--- src/rtl/decode_pkg.sv ---
// ============================================================================
// Module      : decode_pkg
// Description : Opcode constants, ALU operation codes and the decoded control
//               bundle shared by the decode stage and its decode logic.
// Revision    : 1.0 - initial release
// ============================================================================
`default_nettype none

package decode_pkg;

    localparam logic [6:0] OPC_LOAD   = 7'b0000011;
    localparam logic [6:0] OPC_STORE  = 7'b0100011;
    localparam logic [6:0] OPC_OP     = 7'b0110011;
    localparam logic [6:0] OPC_OP_IMM = 7'b0010011;
    localparam logic [6:0] OPC_BRANCH = 7'b1100011;
    localparam logic [6:0] OPC_LUI    = 7'b0110111;
    localparam logic [6:0] OPC_JAL    = 7'b1101111;

    localparam logic [6:0] F7_BASE    = 7'b0000000;
    localparam logic [6:0] F7_ALT     = 7'b0100000;
    localparam logic [6:0] F7_MULDIV  = 7'b0000001;

    // The lower half is indexed by funct3; the upper half is the MUL/DIV family.
    // SUB/SRA share ALU_ADD/ALU_SR because the base half has only eight codes.
    typedef enum logic [3:0] {
        ALU_ADD    = 4'd0,
        ALU_SLL    = 4'd1,
        ALU_SLT    = 4'd2,
        ALU_SLTU   = 4'd3,
        ALU_XOR    = 4'd4,
        ALU_SR     = 4'd5,
        ALU_OR     = 4'd6,
        ALU_AND    = 4'd7,
        ALU_MUL    = 4'd8,
        ALU_MULH   = 4'd9,
        ALU_MULHSU = 4'd10,
        ALU_MULHU  = 4'd11,
        ALU_DIV    = 4'd12,
        ALU_DIVU   = 4'd13,
        ALU_REM    = 4'd14,
        ALU_REMU   = 4'd15
    } aluop_e;

    typedef struct packed {
        logic [4:0]  rd;
        logic [4:0]  rs1;
        logic [4:0]  rs2;
        logic [31:0] imm;
        aluop_e      aluOp;
        logic        memWrite;
        logic        regWrite;
        logic        aluSrc;
        logic        memToReg;
        logic        branch;
        logic        jump;
        logic        illegal;
    } ctrl_t;

    function automatic aluop_e alu_base(input logic [2:0] funct3);
        return aluop_e'({1'b0, funct3});
    endfunction

endpackage

`default_nettype wire

--- src/rtl/decode_logic.sv ---
// ============================================================================
// Module      : decode_logic
// Description : Purely combinational RV32 subset decoder (instr -> ctrl_t).
//               DECODE_RV32M_EN enables the MUL/DIV family (funct7 0000001).
// Revision    : 1.0 - initial release
// ============================================================================
`default_nettype none

module decode_logic
    import decode_pkg::*;
(
    input  logic [31:0] instr_i,
    output ctrl_t       ctrl_o
);

    logic [6:0] w_opcode;
    logic [2:0] w_funct3;
    logic [6:0] w_funct7;
    logic       w_illegal;
    ctrl_t      w_ctrl;

    assign w_opcode = instr_i[6:0];
    assign w_funct3 = instr_i[14:12];
    assign w_funct7 = instr_i[31:25];

    always_comb begin
        w_ctrl     = '0;
        w_illegal  = 1'b0;
        w_ctrl.rd  = instr_i[11:7];
        w_ctrl.rs1 = instr_i[19:15];
        w_ctrl.rs2 = instr_i[24:20];
        w_ctrl.aluOp = ALU_ADD;

        case (w_opcode)
            OPC_LOAD: begin
                w_ctrl.imm      = {{20{instr_i[31]}}, instr_i[31:20]};
                w_ctrl.regWrite = 1'b1;
                w_ctrl.memToReg = 1'b1;
            end
            OPC_STORE: begin
                w_ctrl.imm      = {{20{instr_i[31]}}, instr_i[31:25], instr_i[11:7]};
                w_ctrl.memWrite = 1'b1;
            end
            OPC_OP: begin
                w_ctrl.aluSrc   = 1'b1;
                w_ctrl.regWrite = 1'b1;
                case (w_funct7)
                    F7_BASE: w_ctrl.aluOp = alu_base(w_funct3);
                    F7_ALT: begin
                        if (w_funct3 == 3'b000 || w_funct3 == 3'b101)
                            w_ctrl.aluOp = alu_base(w_funct3);
                        else
                            w_illegal = 1'b1;
                    end
`ifdef DECODE_RV32M_EN
                    F7_MULDIV: w_ctrl.aluOp = aluop_e'({1'b1, w_funct3});
`endif
                    default: w_illegal = 1'b1;
                endcase
            end
            OPC_OP_IMM: begin
                w_ctrl.imm      = {{20{instr_i[31]}}, instr_i[31:20]};
                w_ctrl.regWrite = 1'b1;
                w_ctrl.aluOp    = alu_base(w_funct3);
            end
            OPC_BRANCH: begin
                w_ctrl.imm    = {{19{instr_i[31]}}, instr_i[31], instr_i[7],
                                 instr_i[30:25], instr_i[11:8], 1'b0};
                w_ctrl.branch = 1'b1;
                w_ctrl.aluSrc = 1'b1;
            end
            OPC_LUI: begin
                w_ctrl.imm      = {instr_i[31:12], 12'b0};
                w_ctrl.regWrite = 1'b1;
            end
            OPC_JAL: begin
                w_ctrl.imm      = {{11{instr_i[31]}}, instr_i[31], instr_i[19:12],
                                   instr_i[20], instr_i[30:21], 1'b0};
                w_ctrl.regWrite = 1'b1;
                w_ctrl.jump     = 1'b1;
            end
            default: w_illegal = 1'b1;
        endcase

        if (instr_i[1:0] != 2'b11)
            w_illegal = 1'b1;

        if (w_illegal) begin
            w_ctrl.regWrite = 1'b0;
            w_ctrl.memWrite = 1'b0;
            w_ctrl.branch   = 1'b0;
            w_ctrl.jump     = 1'b0;
        end
        w_ctrl.illegal = w_illegal;

        if (w_ctrl.rd == 5'd0)
            w_ctrl.regWrite = 1'b0;
    end

    assign ctrl_o = w_ctrl;

endmodule

`default_nettype wire

--- src/rtl/decode_stage.sv ---
// ============================================================================
// Module      : decode_stage
// Description : Decode pipeline stage with output + skid register and a
//               saturating illegal-instruction counter. DECODE_RV32M_EN
//               (in decode_logic) enables MUL/DIV decode.
// Revision    : 1.0 - initial release
// ============================================================================
`default_nettype none

module decode_stage
    import decode_pkg::*;
#(
    parameter int PC_W  = 32,
    parameter int CNT_W = 8
) (
    input  logic             clk,
    input  logic             rst_n,
    input  logic             in_valid,
    output logic             in_ready,
    input  logic [31:0]      in_instr,
    input  logic [PC_W-1:0]  in_pc,
    input  logic             flush,
    output logic             out_valid,
    input  logic             out_ready,
    output logic [PC_W-1:0]  out_pc,
    output ctrl_t            out_ctrl,
    output logic [CNT_W-1:0] illegal_cnt
);

    ctrl_t             w_dec_ctrl;
    logic              w_accept;
    logic              w_deliver;

    logic              out_valid_q,  out_valid_d;
    ctrl_t             out_ctrl_q,   out_ctrl_d;
    logic [PC_W-1:0]   out_pc_q,     out_pc_d;
    logic              skid_valid_q, skid_valid_d;
    ctrl_t             skid_ctrl_q,  skid_ctrl_d;
    logic [PC_W-1:0]   skid_pc_q,    skid_pc_d;
    logic [CNT_W-1:0]  cnt_q,        cnt_d;

    decode_logic u_decode_logic (
        .instr_i (in_instr),
        .ctrl_o  (w_dec_ctrl)
    );

    assign w_accept  = in_valid && !skid_valid_q;
    assign w_deliver = out_valid_q && out_ready;

    always_comb begin
        out_valid_d  = out_valid_q;
        out_ctrl_d   = out_ctrl_q;
        out_pc_d     = out_pc_q;
        skid_valid_d = skid_valid_q;
        skid_ctrl_d  = skid_ctrl_q;
        skid_pc_d    = skid_pc_q;
        cnt_d        = cnt_q;

        if (w_deliver && out_ctrl_q.illegal && !(&cnt_q))
            cnt_d = cnt_q + 1'b1;

        if (flush) begin
            out_valid_d  = 1'b0;
            skid_valid_d = 1'b0;
        end else if (!out_valid_q || w_deliver) begin
            // Skid entry is older than anything offered now, so it drains first.
            if (skid_valid_q) begin
                out_valid_d  = 1'b1;
                out_ctrl_d   = skid_ctrl_q;
                out_pc_d     = skid_pc_q;
                skid_valid_d = 1'b0;
            end else begin
                out_valid_d = w_accept;
                if (w_accept) begin
                    out_ctrl_d = w_dec_ctrl;
                    out_pc_d   = in_pc;
                end
            end
        end else if (w_accept) begin
            skid_valid_d = 1'b1;
            skid_ctrl_d  = w_dec_ctrl;
            skid_pc_d    = in_pc;
        end
    end

    always_ff @(posedge clk) begin
        if (!rst_n) begin
            out_valid_q  <= 1'b0;
            out_ctrl_q   <= '0;
            out_pc_q     <= '0;
            skid_valid_q <= 1'b0;
            skid_ctrl_q  <= '0;
            skid_pc_q    <= '0;
            cnt_q        <= '0;
        end else begin
            out_valid_q  <= out_valid_d;
            out_ctrl_q   <= out_ctrl_d;
            out_pc_q     <= out_pc_d;
            skid_valid_q <= skid_valid_d;
            skid_ctrl_q  <= skid_ctrl_d;
            skid_pc_q    <= skid_pc_d;
            cnt_q        <= cnt_d;
        end
    end

    assign in_ready    = !skid_valid_q;
    assign out_valid   = out_valid_q;
    assign out_ctrl    = out_ctrl_q;
    assign out_pc      = out_pc_q;
    assign illegal_cnt = cnt_q;

endmodule

`default_nettype wire

--- config.mk ---
export PLATFORM = sky130hd
export DESIGN_NAME = decode_stage
export DESIGN_NICKNAME = d
export VERILOG_FILES = /design/src/rtl/decode_pkg.sv /design/src/rtl/decode_logic.sv /design/src/rtl/decode_stage.sv
export SDC_FILE = /design/constraint.sdc
export NUM_CORES = 1
export LEC_CHECK = 0
export BUFFER_PORTS_ARGS = -buffer_cell sky130_fd_sc_hd__buf_4
export CAP_MARGIN = 10
export CORE_ASPECT_RATIO = 1.5
export CORE_MARGIN = 2
export CORE_UTILIZATION = 43
export CTS_BUF_LIST = sky130_fd_sc_hd__clkbuf_8 sky130_fd_sc_hd__clkbuf_16
export DETAILED_ROUTE_END_ITERATION = 7
export GPL_ROUTABILITY_DRIVEN = 0
export PLACE_DENSITY = 0.65
export SLEW_MARGIN = 20
export SYNTH_ARGS = -nofsm -noshare
export SYNTH_HDL_FRONTEND = slang
export SYNTH_SLANG_ARGS = --single-unit
--- constraint.sdc ---
create_clock -name clk -period 3.04 [get_ports clk]
set_input_delay 0.152 -clock clk [delete_from_list [all_inputs] [get_ports clk]]
set_output_delay 0.152 -clock clk [all_outputs]
set_load 0.02 [all_outputs]
==> flow_metrics.env <==
export IMPL_tritoncts="done"
export IMPL_cap_violations=0
export IMPL_nets=1140
export IMPL_cts_clk_slew_worst_paths_ns=0.07
export IMPL_initial_core_util=0.4366
export IMPL_power_leakage_nw=3.761
export IMPL_async_flop_share=0
export IMPL_pwr_density_cell_mw_per_mm2=548.0
export IMPL_synthesis_nets=975
export IMPL_cts_resized=0
export IMPL_peakVddDrop_mv=0.3108
export IMPL_cp_data_required_time_ns=3.31
export IMPL_dp_final_hpwl_mm=13.92
export IMPL_antenna_diode_count=0
export IMPL_min_path_cells=3
export IMPL_cp_end_kind="flop"
export IMPL_dpl_cell_area_sq_mm=0.009124
export IMPL_grt_util_all_layers=0.2244
export IMPL_syn_avg_cell_area_sq_um=8.619
export IMPL_synth_seq_cells=188
export IMPL_drc=0
export IMPL_synth_edf_count=0
export IMPL_insertion_delay_ns=0.43
export IMPL_syn_to_final_growth_pct=30.49
export IMPL_dr_total_vias=7092
export IMPL_num_rows=60
export IMPL_cp_max_fo=27
export IMPL_fp_dieW_um=114.0
export IMPL_fmax_ghz=0.4332
export IMPL_drt_vias_per_instance=5.455
export IMPL_fin_area_sq_mm=0.01018
export IMPL_coreArea_sq_mm=0.01787
export IMPL_grt_max_degree=84
export IMPL_ctsHoldBuffers=43
export IMPL_grt_pass1_vias=6614
export IMPL_synthCells=905
export IMPL_worst_slew_pin_slew_ns=0.9459
export IMPL_ant_nets=0
export IMPL_slew_violations=0
export IMPL_layout_drive_gt1_share=0.2262
export IMPL_root_buffer="clkbuf_16"
export IMPL_setup_viol=0
export IMPL_rr_worst_depth=5
export IMPL_grt_pass1_wl_mm=34.58
export IMPL_overflow=0
export IMPL_min_period_over_period=0.7594
export IMPL_place_port_buffers=167
export IMPL_ys_top_cells_by_area="dfxtp_1 (48%), nand2_1 (7.2%), a21oi_1 (6.5%), mux2i_1 (6.0%), a211oi_1 (4.7%)"
export IMPL_synth_area_sq_mm=0.007800
export IMPL_critPathLaunchType="flop"
export IMPL_cts_setup_buffers=0
export IMPL_timing_slew_headroom=0.3687
export IMPL_wl_mm=21.52
export IMPL_num_io_pins=169
export IMPL_first_pass_iters=7
export IMPL_finalClockSkew_ns=0.009428
export IMPL_htree_levels=4
export IMPL_grt_setup_unrepaired="no"
export IMPL_yosys_most_used_dff="dfxtp_1"
export IMPL_cts_buffers=17
export IMPL_synth_top_area_cell="dfxtp_1"
export IMPL_path_class="reg2reg"
export IMPL_outcome="finished clean"
export IMPL_cts_sinks=188
export IMPL_ys_types=52
export IMPL_min_period_ns=2.309
export IMPL_drt_initial_drc_count=399
export IMPL_synth_top_area_frac=0.4825
export IMPL_drt_wirelength_per_cell_um=16.56
export IMPL_finalHoldViolCount=0
export IMPL_setup_tns_ns=0
export IMPL_antenna_found_initial=0
export IMPL_yosysSeqAreaShare=0.4825
export IMPL_die_area_sq_mm=0.01926
export IMPL_hold_class="in2reg"
export IMPL_cp_data_arrival_time_ns=2.58
export IMPL_yosys_warnings=0
export IMPL_clock_path_buffers=2
export IMPL_die_h_um=169.0
per-layer routing:
layer  routed length [um]  track usage  up-vias
met5                    0            0        -
met3                 1128      0.04690       25
met4                  384      0.06999        0
met1                 9155       0.2786     3318
met2                10860       0.3874      203
li1                     -            -     3546
layout make-up:
type	count	area (sq um)
multi-input cells	635	3687
inverters	5	21.27
clock buffers	20	478.0
flip-flops and latches	188	3767
repair buffers	223	1807
clock inverters	12	146.4
fillers	1671	7689
well taps	217	271.5
sequential cells by signal (all words and copies together) (netlist names):
signal,count
skid_ctrl_q,57
skid_pc_q,32
illegal_cnt,8
skid_valid_q,1
out_ctrl,57
out_pc,32
out_valid,1
per-stage QoR:
step	total power, mW	cells	setup slack, ns	hold slack (ns)	utilization
floorplan	2.978	905	1.320	0.2880	-
global placement	3.259	1225	0.7750	0.4091	0.5106
detailed placement	3.265	1225	0.7692	0.4170	0.5106
CTS	5.636	1300	0.6847	0.0002158	0.5697
global route	5.796	1300	0.5894	0.006853	0.5697
finish	5.578	1300	0.7315	0.01066	0.5697
worst max-delay path: stages (launching register included):
cell and delay, ns:
dfxtp_4 0.58, nor2_2 0.14, or3_1 0.39, nor2_2 0.16, a21boi_2 0.68, a221oi_1 0.20
synth_stat cells, drive strengths merged (2+ instances only):
cell type	count
dfxtp	188
nand2	151
a21oi	104
nor2	85
o21ai	68
a211oi	50
clkbuf	49
mux2i	47
buf	28
a221oi	25
nand3	23
nor3	15
a22oi	12
or3	6
o211ai	5
xnor2	5
inv	4
nand2b	4
o221ai	4
nand4	3
o32ai	3
a31oi	2
and3	2
nand3b	2
nor4	2
xor2	2
cells in the final DEF (no fill, tap or decap), types with 23 or more instances in the layout:
cell type | netlist | routed
a211oi_1 | 49 | 49
a21oi_1 | 102 | 102
buf_4 | 3 | 178
nand2_1 | 150 | 150
nor2_1 | 82 | 82
nand3_1 | 23 | 23
dlygate4sd3_1 | 0 | 43
dfxtp_1 | 188 | 187
mux2i_1 | 47 | 47
o21ai_0 | 68 | 68
final timing paths:
path	from	end	slack (ns)
max	skid_valid_q	out_ctrl[31]	0.73
min	in_instr[10]	skid_ctrl_q[56]	0.01
min reg2reg	skid_ctrl_q[42]	skid_ctrl_q[42]	0.45
max reg2reg	skid_valid_q	out_ctrl[31]	0.73
kinds of logic after synthesis:
kind of cell / synth area share
muxes: 0.06031
and+or+nand+nor: 0.1676
buffers and inverters: 0.04636
AOI/OAI and AO/OA: 0.2332
xor gates and xnor gates: 0.007860
adders and majority gates: 0.001604
DFF: 0.4825
other: 0.0004808
power by group:
part,internal [mW],switching [mW],total (mW)
Sequential,2.55,0.0479,2.59
Clock,1.33,0.998,2.33
Combinational,0.285,0.372,0.657
Total,4.16,1.42,5.58
Note: power is estimated with default switching activity, not from simulation.
